--- src/rtl/sata_oob_defs.sv ---
// Shared definitions for the SATA host OOB sequencer: state encoding,
// primitive dwords and their K masks.
package sata_oob_defs;

    typedef enum logic [3:0] {
        ST_IDLE           = 4'd0,
        ST_SEND_INIT      = 4'd1,
        ST_WAIT_INIT_DONE = 4'd2,
        ST_WAIT_INIT      = 4'd3,
        ST_SEND_WAKE      = 4'd4,
        ST_WAIT_WAKE_DONE = 4'd5,
        ST_WAIT_WAKE      = 4'd6,
        ST_WAIT_NOIDLE    = 4'd7,
        ST_SEND_D10       = 4'd8,
        ST_SEND_ALIGN     = 4'd9,
        ST_LINK_UP        = 4'd10,
        ST_RETRY          = 4'd11,
        ST_ERROR          = 4'd12
    } oob_state_e;

    localparam logic [31:0] ALIGN_DW = 32'h7B4A4ABC;
    localparam logic [3:0]  ALIGN_K  = 4'b0001;
    localparam logic [31:0] D102_DW  = 32'h4A4A4A4A;
    localparam logic [3:0]  D102_K   = 4'b0000;
    localparam logic [31:0] SYNC_DW  = 32'hB5B5957C;
    localparam logic [3:0]  SYNC_K   = 4'b0001;

    // TX driver is held idle everywhere except the D10.2/ALIGN/link phases.
    function automatic logic tx_idle_state(input oob_state_e s);
        case (s)
            ST_SEND_D10, ST_SEND_ALIGN, ST_LINK_UP: tx_idle_state = 1'b0;
            default:                                tx_idle_state = 1'b1;
        endcase
    endfunction

    function automatic logic wait_state(input oob_state_e s);
        case (s)
            ST_WAIT_INIT_DONE, ST_WAIT_INIT, ST_WAIT_WAKE_DONE, ST_WAIT_WAKE,
            ST_WAIT_NOIDLE, ST_SEND_D10, ST_SEND_ALIGN: wait_state = 1'b1;
            default:                                    wait_state = 1'b0;
        endcase
    endfunction

endpackage

--- src/rtl/oob_timeout_cnt.sv ---
// Per-state wait timer: cleared on state entry, counts while enabled,
// flags expiry on the last allowed cycle.
module oob_timeout_cnt #(
    parameter logic [19:0] TIMEOUT_CYCLES = 20'd880000
) (
    input  logic clk,
    input  logic reset_n,
    input  logic clr,
    input  logic en,
    output logic expired
);

    logic [19:0] cnt_q, cnt_d;

    always_comb begin
        cnt_d = cnt_q;
        if (clr)     cnt_d = '0;
        else if (en) cnt_d = cnt_q + 20'd1;
    end

    always_ff @(posedge clk or negedge reset_n) begin
        if (!reset_n) cnt_q <= '0;
        else          cnt_q <= cnt_d;
    end

    assign expired = en && (cnt_q == TIMEOUT_CYCLES - 20'd1);

endmodule

--- src/rtl/sata_host_oob_ctrl.sv ---
// Host-side SATA OOB sequencer (TXUSRCLK2 domain): COMRESET, COMWAKE,
// D10.2 and ALIGN handshake, with timeouts, retries and device re-wake.
module sata_host_oob_ctrl
    import sata_oob_defs::*;
#(
    parameter logic [19:0] TIMEOUT_CYCLES   = 20'd880000,
    parameter int unsigned MAX_RETRY        = 3,
    parameter int unsigned NONALIGN_CNT     = 3,
    parameter int unsigned IDLE_LOSS_CYCLES = 16
) (
    input  logic        clk,
    input  logic        reset_n,
    input  logic        oob_start,
    output logic        txcominit,
    output logic        txcomwake,
    input  logic        txcomfinish,
    output logic        txelecidle,
    output logic [31:0] txdata,
    output logic [3:0]  txcharisk,
    input  logic        rxcominitdet,
    input  logic        rxcomwakedet,
    input  logic        rxelecidle,
    input  logic        rxbyteisaligned,
    input  logic [31:0] rxdata,
    input  logic [3:0]  rxcharisk,
    output logic        link_up,
    output logic        oob_error,
    output logic [3:0]  oob_state
);

    localparam logic [7:0] MAX_RETRY_W = 8'(MAX_RETRY);
    localparam logic [7:0] NONALIGN_W  = 8'(NONALIGN_CNT);
    localparam logic [7:0] IDLE_LOSS_W = 8'(IDLE_LOSS_CYCLES);

    oob_state_e  state_q, state_d;
    logic [7:0]  retry_q, retry_d;
    logic [7:0]  nalign_q, nalign_d;
    logic [7:0]  idle_q, idle_d;
    logic        cominit_seen_q, cominit_seen_d;
    logic        txcominit_q, txcominit_d;
    logic        txcomwake_q, txcomwake_d;
    logic        txelecidle_q, txelecidle_d;
    logic [31:0] txdata_q, txdata_d;
    logic [3:0]  txcharisk_q, txcharisk_d;
    logic        link_up_q, link_up_d;
    logic        oob_error_q, oob_error_d;
    logic        timeout;
    logic        rx_is_align;

    assign rx_is_align = (rxdata == ALIGN_DW) && (rxcharisk == ALIGN_K);

    oob_timeout_cnt #(.TIMEOUT_CYCLES(TIMEOUT_CYCLES)) u_timer (
        .clk     (clk),
        .reset_n (reset_n),
        .clr     (state_d != state_q),
        .en      (wait_state(state_q)),
        .expired (timeout)
    );

    always_comb begin
        state_d        = state_q;
        retry_d        = retry_q;
        nalign_d       = '0;
        idle_d         = '0;
        cominit_seen_d = 1'b0;
        if (oob_start) begin
            state_d = ST_SEND_INIT;
            retry_d = '0;
        end else begin
            case (state_q)
                ST_IDLE: ;
                ST_SEND_INIT: state_d = ST_WAIT_INIT_DONE;
                ST_WAIT_INIT_DONE: begin
                    // A device COMINIT can beat our own burst completion.
                    cominit_seen_d = cominit_seen_q | rxcominitdet;
                    if (txcomfinish)  state_d = ST_WAIT_INIT;
                    else if (timeout) state_d = ST_RETRY;
                end
                ST_WAIT_INIT: begin
                    cominit_seen_d = cominit_seen_q;
                    if (rxcominitdet || cominit_seen_q) state_d = ST_SEND_WAKE;
                    else if (timeout)                   state_d = ST_RETRY;
                end
                ST_SEND_WAKE: state_d = ST_WAIT_WAKE_DONE;
                ST_WAIT_WAKE_DONE: begin
                    if (txcomfinish)  state_d = ST_WAIT_WAKE;
                    else if (timeout) state_d = ST_RETRY;
                end
                ST_WAIT_WAKE: begin
                    if (rxcomwakedet) state_d = ST_WAIT_NOIDLE;
                    else if (timeout) state_d = ST_RETRY;
                end
                ST_WAIT_NOIDLE: begin
                    if (!rxelecidle)  state_d = ST_SEND_D10;
                    else if (timeout) state_d = ST_RETRY;
                end
                ST_SEND_D10: begin
                    if (rx_is_align && rxbyteisaligned) state_d = ST_SEND_ALIGN;
                    else if (timeout)                   state_d = ST_RETRY;
                end
                ST_SEND_ALIGN: begin
                    if (rxbyteisaligned && !rx_is_align) nalign_d = nalign_q + 8'd1;
                    if (nalign_d == NONALIGN_W) state_d = ST_LINK_UP;
                    else if (timeout)           state_d = ST_RETRY;
                end
                ST_LINK_UP: begin
                    if (rxcominitdet) begin
                        state_d = ST_SEND_WAKE;
                    end else begin
                        if (rxelecidle) idle_d = idle_q + 8'd1;
                        if (idle_d == IDLE_LOSS_W) begin
                            state_d = ST_SEND_INIT;
                            retry_d = '0;
                        end
                    end
                end
                ST_RETRY: begin
                    retry_d = retry_q + 8'd1;
                    if (MAX_RETRY != 0 && retry_d == MAX_RETRY_W) state_d = ST_ERROR;
                    else                                          state_d = ST_SEND_INIT;
                end
                ST_ERROR: ;
                default: state_d = ST_IDLE;
            endcase
        end
    end

    // Outputs are registered from the next state so they line up with state_q.
    always_comb begin
        txcominit_d  = (state_d == ST_SEND_INIT);
        txcomwake_d  = (state_d == ST_SEND_WAKE);
        txelecidle_d = tx_idle_state(state_d);
        link_up_d    = (state_d == ST_LINK_UP);
        oob_error_d  = (state_d == ST_ERROR);
        txdata_d     = '0;
        txcharisk_d  = '0;
        case (state_d)
            ST_SEND_D10: begin
                txdata_d    = D102_DW;
                txcharisk_d = D102_K;
            end
            ST_SEND_ALIGN, ST_LINK_UP: begin
                txdata_d    = ALIGN_DW;
                txcharisk_d = ALIGN_K;
            end
            default: ;
        endcase
    end

    // reset_n deassertion is expected to arrive synchronised to clk.
    always_ff @(posedge clk or negedge reset_n) begin
        if (!reset_n) begin
            state_q        <= ST_IDLE;
            retry_q        <= '0;
            nalign_q       <= '0;
            idle_q         <= '0;
            cominit_seen_q <= 1'b0;
            txcominit_q    <= 1'b0;
            txcomwake_q    <= 1'b0;
            txelecidle_q   <= 1'b1;
            txdata_q       <= '0;
            txcharisk_q    <= '0;
            link_up_q      <= 1'b0;
            oob_error_q    <= 1'b0;
        end else begin
            state_q        <= state_d;
            retry_q        <= retry_d;
            nalign_q       <= nalign_d;
            idle_q         <= idle_d;
            cominit_seen_q <= cominit_seen_d;
            txcominit_q    <= txcominit_d;
            txcomwake_q    <= txcomwake_d;
            txelecidle_q   <= txelecidle_d;
            txdata_q       <= txdata_d;
            txcharisk_q    <= txcharisk_d;
            link_up_q      <= link_up_d;
            oob_error_q    <= oob_error_d;
        end
    end

    assign txcominit  = txcominit_q;
    assign txcomwake  = txcomwake_q;
    assign txelecidle = txelecidle_q;
    assign txdata     = txdata_q;
    assign txcharisk  = txcharisk_q;
    assign link_up    = link_up_q;
    assign oob_error  = oob_error_q;
    assign oob_state  = state_q;

endmodule

--- config.mk ---
export PLATFORM = sky130hd
export DESIGN_NAME = sata_host_oob_ctrl
export DESIGN_NICKNAME = d
export VERILOG_FILES = /design/src/rtl/sata_oob_defs.sv /design/src/rtl/oob_timeout_cnt.sv /design/src/rtl/sata_host_oob_ctrl.sv
export SDC_FILE = /design/constraint.sdc
export NUM_CORES = 1
export LEC_CHECK = 0
export ABC_AREA = 1
export CORE_MARGIN = 5
export CORE_UTILIZATION = 55
export DETAILED_ROUTE_END_ITERATION = 8
export GPL_ROUTABILITY_DRIVEN = 0
export PLACE_DENSITY_LB_ADDON = 0.25
export SKIP_CTS_REPAIR_TIMING = 1
export SLEW_MARGIN = 0
export SYNTH_ARGS = -nofsm -noshare
export SYNTH_HDL_FRONTEND = slang
export SYNTH_SLANG_ARGS = --single-unit
--- constraint.sdc ---
create_clock -name clk -period 5.1 [get_ports clk]
set_input_delay 0.51 -clock clk [delete_from_list [all_inputs] [get_ports clk]]
set_output_delay 0.51 -clock clk [all_outputs]
set_load 0.005 [all_outputs]
==> results of run 1 <==
[worst min-delay path by stage]
stage	start	endpoint	cells after the start
final	reset_n	nalign_q[3]$_DFF_PN0_	2
after global routing	reset_n	nalign_q[5]$_DFF_PN0_	2
after CTS	reset_n	nalign_q[3]$_DFF_PN0_	2
after detailed placement	nalign_q[0]$_DFF_PN0_	nalign_q[0]$_DFF_PN0_	1
after global placement	nalign_q[0]$_DFF_PN0_	nalign_q[0]$_DFF_PN0_	1
after floorplan	reset_n	cominit_seen_q$_DFFE_PN0P_	0
[registers in the layout (all words and copies together), names as in the netlist, 3 cells and up]
register / cells
oob_state: 4
idle_q: 8
txdata: 3
retry_q: 8
u_timer.cnt_q: 20
nalign_q: 8
[metrics by stage]
step	utilization, %	power (W)
2_1_floorplan	-	0.0005487
3_3_place_gp	65.82	0.0005955
3_5_place_dp	65.82	0.0005981
4_1_cts	68.68	0.001020
5_1_grt	68.68	0.001053
6_report	68.68	0.001005
[cell families after synthesis]
kind of cell | share of synthesized area [%]
muxes | 0.2579
buffers and inverters | 14.57
and+or+nand+nor | 37.62
other | 0.09662
DFF | 36.78
AOI/OAI and AO/OA | 3.869
adders and majority gates | 1.612
xor gates and xnor gates | 5.190
[cells in the mapped netlist (5+ instances only)]
cell type	n
nand2_1	129
inv_1	69
nor2_1	67
dfrtp_1	56
nand3_1	39
buf_4	34
nor2_2	21
xor2_1	17
nor3_1	13
nand4_1	9
o21ai_0	8
a21oi_1	7
nand3b_1	6
xnor2_1	6
ha_1	5
[metal layers]
metal / share of wire [%] / track usage, % / wire (um) / vias up
li1: - / - / - / 1735
met1: 44 / 25.81 / 3668 / 1546
met2: 49 / 33.53 / 4139 / 98
met3: 6.1 / 4.487 / 515 / 11
met4: 1.1 / 7.220 / 90 / 0
met5: 0 / 0 / 0 / -
[power by group through the flow]
stage	Combinational (W)	Clock, W	Sequential, W
after floorplan	0.0000801	0	0.000469
after global placement	0.000124	0	0.000472
after detailed placement	0.000126	0	0.000472
after CTS	0.000126	0.000430	0.000464
after global routing	0.000140	0.000448	0.000464
final	0.000125	0.000416	0.000464
[layout make-up]
type                       instances  area, um^2  share of cell area [%]
multi-input combinational        376        1944                   41.44
sequential                        57        1428                   30.43
timing repair buffer              74       730.7                   15.57
inverter                          73       274.0                   5.840
clock buffer                      10       137.6                   2.933
tap                               96       120.1                   2.560
clock inverter                     6       57.56                   1.227
==> results.txt, run 1 <==
status: completed
syn avg cell area: 7.323 um^2
Internal: 0.0007462 W
Final min period: 2719 ps
clock share of power: 41.4%
WS Path Type: in -> reg
DRC errors left: 0
fraction of layout cells with a size suffix above 1: 10.74%
PD cells: 214.1 mW/mm^2
Mapped Area: 0.003881 mm^2
largest net degree at the start of global routing: 58
first-pass GRT wire length: 14,410 um
vias per inst: 4.899
CP Data Arrival Time: 2930 ps
Worst path depth: 17
I/O pins: 89
top cells by area, synth: dfrtp_1 36%, nand2_1 12%, inv_1 6.7%
Worst Hold Class: in -> async
Yosys warnings: 0
Final Skew: 7.148 ps
Max Cap Viol: 0
crit path cell chain: clkdlybuf4s50_1, inv_1, a21oi_1, nor2_1, nand3_1, nor2_1, nand2_1, nand2_1, nand2_1, nand2_1, nor2_1, nand3_2, nand2_1, nand2_1, nand4_1, buf_4, nor2_2
Area growth, synth to finish: 20.89%
Worst Setup Start Kind: primary input
Setup crit end: u_timer.cnt_q[18]$_DFFE_PN0P_
flop-to-flop setup slack: 2440 ps
fillcell total: 578
number of synthesized flops with an enable pin: 0
Core Region: 0.006832 mm^2
Final Setup Violations: 0
total CTS buffers: 9
vias post-DR: 3,390
clock sinks: 57
PortBufs: 72
Worst Setup Slack, final: 2381 ps
vias in the first global route: 3,233
post-synth top area share: 36.11%
root buffer cell: clkbuf_8
NetSw: 0.0002584 W
die height: 94.01 um
worst relative slew slack: 52.71%
Critical Path Source: rxelecidle
initial core utilization: 56.81%
Placement Setup Slack: 2043 ps
clk buf depth: 2
CP required: 5310 ps
DRT iter0 DRCs: 207
detailed-route wire length: 8414 um
Fmax achieved: 367.8 MHz
drt pass-1 iters: 5
worst vdd ir: 0.1639 mV
switching share of power: 25.72%
most frequent cells in the layout: 129 x nand2_1, 71 x clkdlybuf4s50_1, 69 x inv_1, 67 x nor2_1, 56 x dfrtp_1
initial antenna violation count: 0
Die Wd: 94.01 um
sequential area share after synthesis: 36.78%
Tot GR Track Use: 20.20%
cell leakage power: 2.190 nW
final hold violation count: 0
Crit path max-delay family: buffers and inverters
CP bufs+invs: 3
CP most frequent cell: nand2_1
ANT cells: 0
Inst Count DP: 676
post-synth cell types: 42
Mapped Cells: 530
Comb power frac: 12.5%
FF-to-FF Start: idle_q[0]$_DFF_PN0_
Main synth FF type: dfrtp_1
non-filler cells, final: 692
#FFs+latches synth: 57
WL per Instance: 12.16 um
unrepaired setup endpoints after global routing: no
R2R Path End: u_timer.cnt_q[18]$_DFFE_PN0P_
Die ar.: 0.008837 mm^2
leading area contributor after synthesis: dfrtp_1
CTS H-tree depth: 3
async set-reset flop share out of synthesis: 100.0%
DP HPWL: 6568 um
crit path max fanout: 20
Slowest-stage cell, CP: clkdlybuf4s50_1
total grt overflow: 0
Worst path max stage delay: 700 ps
final instance area: 0.004692 mm^2
setup tns final: 0 ps
CTS tree: built
commonest non-fill, non-tap cell in the layout: nand2_1
CP endpoint kind: flip-flop
Area after DPL: 0.004497 mm^2
# rows: 30
antenna viol nets, final: 0
Worst Tran Pin Value: 709.3 ps
WHS: 287.1 ps
R2R depth: 17
Pins Over Slew Limit: 0
period utilization: 53.32%
register share of total power: 46.2%
Worst-Skew Late Latency: 330 ps
final net count: 640
clk slew on worst S/H paths: 70 ps
(Power assumes the default switching activity.)
==> run 2: changes to the inputs <==
--- a/config.mk
+++ b/config.mk
@@ -7,7 +7,7 @@
 export LEC_CHECK = 0
 export ABC_AREA = 1
 export CORE_MARGIN = 5
-export CORE_UTILIZATION = 55
+export CORE_UTILIZATION = 51
 export DETAILED_ROUTE_END_ITERATION = 8
 export GPL_ROUTABILITY_DRIVEN = 0
 export PLACE_DENSITY_LB_ADDON = 0.25
==> constraint.sdc (replaced) <==
create_clock -name clk -period 2.7 [get_ports clk]
set_input_delay 0.27 -clock clk [delete_from_list [all_inputs] [get_ports clk]]
set_output_delay 0.27 -clock clk [all_outputs]
set_load 0.005 [all_outputs]
==> run 2 against run 1 <==
  * First-iteration DRC count grew 20%
  * Clock-buffer cell count is the same
  * Critical path depth is the same
  * Worst setup slack lost 2100 ps
  * Non-clock buffer count grew 5
  * Final area grew 1.6%
  * Core utilization shrank 3.7 points
  * Total power grew 94%
  * Sequential power grew 88%
  * Sequential cell count is the same
  * Clock skew grew 7.3 ps
  * Via count grew 1.3%
  * Largest cell class unchanged
  * Highest routed layer unchanged
==> results.txt, run 2 (synthesized netlist as in run 1, its figures left out) <==
setup tns final: 0 ps
cell leakage power: 2.204 nW
Largest Register: u_timer.cnt_q
Pins Over Slew Limit: 0
final instance area: 0.004767 mm^2
Area growth, synth to finish: 22.82%
clock sinks: 57
Die ar.: 0.009455 mm^2
Final Skew: 14.46 ps
DRT iter0 DRCs: 249
Critical Path Source: oob_state[1]$_DFF_PN0_
ANT cells: 0
CP endpoint kind: flip-flop
fraction of layout cells with a size suffix above 1: 12.15%
final net count: 645
Layout Utilization: 65.03%
flop-to-flop setup slack: 270 ps
R2R depth: 17
unrepaired setup endpoints after global routing: no
Final Setup Violations: 0
CP Data Arrival Time: 2650 ps
Setup crit end: u_timer.cnt_q[16]$_DFFE_PN0P_
vias in the first global route: 3,331
Die Wd: 97.24 um
Area after DPL: 0.004543 mm^2
drt pass-1 iters: 5
vias post-DR: 3,435
worst vdd ir: 0.3033 mV
Worst Setup Slack, final: 274.5 ps
root buffer cell: clkbuf_8
vias per inst: 4.907
Worst Setup Start Kind: flip-flop
fillcell total: 635
DP HPWL: 6719 um
initial antenna violation count: 0
Max Cap Viol: 0
Multi-input gate area: 0.001949 mm^2
CP required: 2930 ps
die height: 97.24 um
initial core utilization: 52.94%
CTS H-tree depth: 3
total grt overflow: 0
most frequent cells in the layout: 129 x nand2_1, 71 x clkdlybuf4s50_1, 69 x inv_1, 67 x nor2_1, 53 x dfrtp_1
PortBufs: 72
# rows: 31
final hold violation count: 0
total CTS buffers: 9
WL per Instance: 12.10 um
Final min period: 2426 ps
clk buf depth: 2
DRC errors left: 0
period utilization: 89.83%
Worst-Skew Late Latency: 340 ps
Placement Setup Slack: 141.0 ps
antenna viol nets, final: 0
sequential standard cell area: 0.001431 mm^2
crit path max fanout: 20
Core Region: 0.007331 mm^2
R2R Path End: u_timer.cnt_q[16]$_DFFE_PN0P_
CTS tree: built
PD cells: 409.0 mW/mm^2
FF-to-FF Start: oob_state[1]$_DFF_PN0_
first-pass GRT wire length: 14,840 um
Worst Hold Class: in -> async
detailed-route wire length: 8468 um
Tot GR Track Use: 18.61%
WS Path Type: reg -> reg
largest net degree at the start of global routing: 27
status: completed
commonest non-fill, non-tap cell in the layout: nand2_1
I/O pins: 89
clk slew on worst S/H paths: 70 ps
max reg flops: 20
Fmax achieved: 412.3 MHz
[run 2: area by class of cell]
cell class,instances,share of cell area [%]
Sequential cell,57,30.03
Multi-Input combinational cell,376,40.89
Inverter,73,5.748
Tap cell,99,2.598
Clock buffer,10,2.887
Timing Repair Buffer,79,16.43
Clock inverter,6,1.417
[run 2: layer usage]
layer | up-vias | routed length (um) | GRT usage [%]
met5 | - | 0 | 0
met4 | 0 | 127 | 7.242
met3 | 14 | 492 | 3.805
met2 | 112 | 4130 | 31.00
met1 | 1561 | 3718 | 23.72
li1 | 1748 | - | -
[run 2: worst min-delay path by stage]
stage	slack (ps)	cells after the start	endpoint
floorplan	-30	0	cominit_seen_q$_DFFE_PN0P_
global placement	170	1	nalign_q[6]$_DFF_PN0_
detailed placement	170	1	nalign_q[6]$_DFF_PN0_
CTS	-200	1	nalign_q[6]$_DFF_PN0_
global route	380	2	nalign_q[6]$_DFF_PN0_
finish	340	2	nalign_q[6]$_DFF_PN0_
[run 2: metrics by stage]
| step | power, W | hold slack (ps) | std cells |
|---|---|---|---|
| after CTS | 0.001974 | -201.7 | 699 |
| after floorplan | 0.001037 | -25.59 | 545 |
| after global routing | 0.002036 | 381.7 | 700 |
| final | 0.001950 | 338.9 | 700 |
| after global placement | 0.001141 | 169.8 | 683 |
| after detailed placement | 0.001146 | 168.9 | 683 |
[run 2: critical path, stage by stage, from the launching register on]
cell	delay, ps
dfrtp_1	460
inv_2	210
nand2_1	90
nand2_2	140
a21oi_2	80
nand2_2	130
nand3_1	80
nand2_1	60
nand2_1	50
nor2_1	140
nand2_1	70
nor2_1	140
nand3_2	140
nand2_1	100
nand2_1	50
nand4_1	110
buf_12	200
nor2_2	40
[run 2: power breakdown]
group | switching, W | leakage [nW] | internal (W) | total (W)
sequential | 0.0000105 | 0.782 | 0.000862 | 0.000872
combinational | 0.000141 | 1.32 | 0.000117 | 0.000259
clock | 0.000367 | 0.0985 | 0.000452 | 0.000819
==> run 3: changes to the inputs <==
--- a/config.mk
+++ b/config.mk
@@ -6,7 +6,7 @@
 export NUM_CORES = 1
 export LEC_CHECK = 0
 export ABC_AREA = 1
-export CORE_MARGIN = 5
+export CORE_MARGIN = 4
 export CORE_UTILIZATION = 51
 export DETAILED_ROUTE_END_ITERATION = 8
 export GPL_ROUTABILITY_DRIVEN = 0
==> run 3 against run 2 <==
  * Worst hold slack worse by 260 ps
  * Clock skew is 9.4 ps lower
  * Register-to-register slack worse by 40 ps
  * Sequential power is 0.5% higher
  * Final cell count is 0.57% lower
  * Core utilization is 0.68 points lower
  * Clock-buffer cell count stayed put
  * Fmax is 1.5% lower
  * Sequential share of layout area is 0.27 points higher
  * Non-clock buffer count is 4 lower
==> results.txt, run 3 (synthesized netlist as in run 1, its figures left out) <==
Worst Setup Start Kind: flip-flop
final net count: 641
Pins Over Slew Limit: 0
Tot GR Track Use: 19.25%
vias per inst: 4.845
status: completed
fraction of layout cells with a size suffix above 1: 11.06%
drt pass-1 iters: 7
total CTS buffers: 9
CP Data Arrival Time: 2680 ps
flop-to-flop setup slack: 240 ps
CP most frequent cell: nand2_1
ANT cells: 0
Core Region: 0.007331 mm^2
crit path max fanout: 20
Die Wd: 95.24 um
initial core utilization: 52.94%
worst vdd ir: 0.2960 mV
max reg flops: 20
Final min period: 2463 ps
worst relative slew slack: 52.16%
crit path cell chain: inv_2, nand2_1, nand2_2, a21oi_2, nand2_2, nand3_1, nand2_1, nand2_1, nor2_1, nand2_1, nor2_1, nand3_2, nand2_1, nand2_1, nand4_1, buf_12, nor2_2
Max Cap Viol: 0
root buffer cell: clkbuf_8
DP HPWL: 6361 um
period utilization: 91.23%
R2R depth: 17
Worst Tran Pin Value: 717.6 ps
die height: 95.24 um
largest net degree at the start of global routing: 58
WL per Instance: 11.79 um
Largest Register: u_timer.cnt_q
final instance area: 0.004717 mm^2
CP endpoint kind: flip-flop
DRT iter0 DRCs: 209
setup tns final: 0 ps
Fmax achieved: 406.0 MHz
non-filler cells, final: 696
unrepaired setup endpoints after global routing: no
Final Skew: 5.051 ps
vias post-DR: 3,372
I/O pins: 89
vias in the first global route: 3,157
R2R Path End: u_timer.cnt_q[19]$_DFFE_PN0P_
Worst-Skew Late Latency: 330 ps
PD cells: 404.3 mW/mm^2
Inst Count DP: 680
Crit path max-delay family: simple AND/OR/NAND/NOR gates
CP bufs+invs: 2
Area growth, synth to finish: 21.53%
WHS: 74.83 ps
first-pass GRT wire length: 13,860 um
CP required: 2920 ps
clk slew on worst S/H paths: 70 ps
Slowest-stage cell, CP: dfrtp_1
FF-to-FF Start: oob_state[1]$_DFF_PN0_
# rows: 31
detailed-route wire length: 8205 um
CTS tree: built
DRC errors left: 0
Multi-input gate area: 0.001944 mm^2
total grt overflow: 0
Layout Utilization: 64.35%
clk buf depth: 2
PortBufs: 72
most frequent cells in the layout: 129 x nand2_1, 71 x clkdlybuf4s50_1, 69 x inv_1, 67 x nor2_1, 55 x dfrtp_1
cell leakage power: 2.198 nW
clock sinks: 57
commonest non-fill, non-tap cell in the layout: nand2_1
Final Setup Violations: 0
antenna viol nets, final: 0
initial antenna violation count: 0
sequential standard cell area: 0.001429 mm^2
WS Path Type: reg -> reg
Worst path max stage delay: 480 ps
Die ar.: 0.009070 mm^2
Area after DPL: 0.004521 mm^2
final hold violation count: 0
CTS H-tree depth: 3
fillcell total: 626
Worst Hold Class: in -> async
## run 3: cell count changes in the layout (fill, tap and decap cells not counted), sizes merged
cell and delta:
clkinvlp -1, clkinv +1, buf -3, dlygate4sd3 -1
## run 3: how the worst max path moves through the flow
stage                                      start                       endpoint  slack [ps]  cells past startpoint
after global placement                rxelecidle  u_timer.cnt_q[14]$_DFFE_PN0P_         220                     17
after CTS                 retry_q[0]$_DFFE_PN0P_   u_timer.cnt_q[7]$_DFFE_PN0P_         270                     14
after floorplan              idle_q[0]$_DFF_PN0_  u_timer.cnt_q[14]$_DFFE_PN0P_         620                     16
after detailed placement              rxelecidle   u_timer.cnt_q[7]$_DFFE_PN0P_         170                     17
final                     oob_state[1]$_DFF_PN0_  u_timer.cnt_q[19]$_DFFE_PN0P_         240                     17
after global routing      oob_state[1]$_DFF_PN0_   u_timer.cnt_q[7]$_DFFE_PN0P_          20                     17
## run 3: power by group
group / internal [W] / switching, W
sequential: 0.000862 / 0.0000143
clock: 0.000444 / 0.000339
combinational: 0.000112 / 0.000135
total: 0.00142 / 0.000489
## run 3: layout make-up
type / count / share of cell area (%)
multi-input combinational: 376 / 41.22
sequential: 57 / 30.29
timing repair buffer: 75 / 15.92
inverter: 73 / 5.809
clock buffer: 10 / 2.918
tap: 99 / 2.626
clock inverter: 6 / 1.220
## run 3: per-layer routing
layer | up-vias | share of wire (%) | GRT usage [%]
met2 | 113 | 48 | 32.54
met5 | - | 0 | 0
li1 | 1739 | - | -
met1 | 1504 | 44 | 23.85
met4 | 0 | 1.4 | 6.851
met3 | 16 | 6.7 | 4.736
## run 3: metrics by stage
step | total power (W) | setup slack, ps
2_1_floorplan | 0.001037 | 625.0
3_3_place_gp | 0.001135 | 223.9
3_5_place_dp | 0.001138 | 174.5
4_1_cts | 0.001934 | 269.6
5_1_grt | 0.002003 | 19.14
6_report | 0.001907 | 236.9
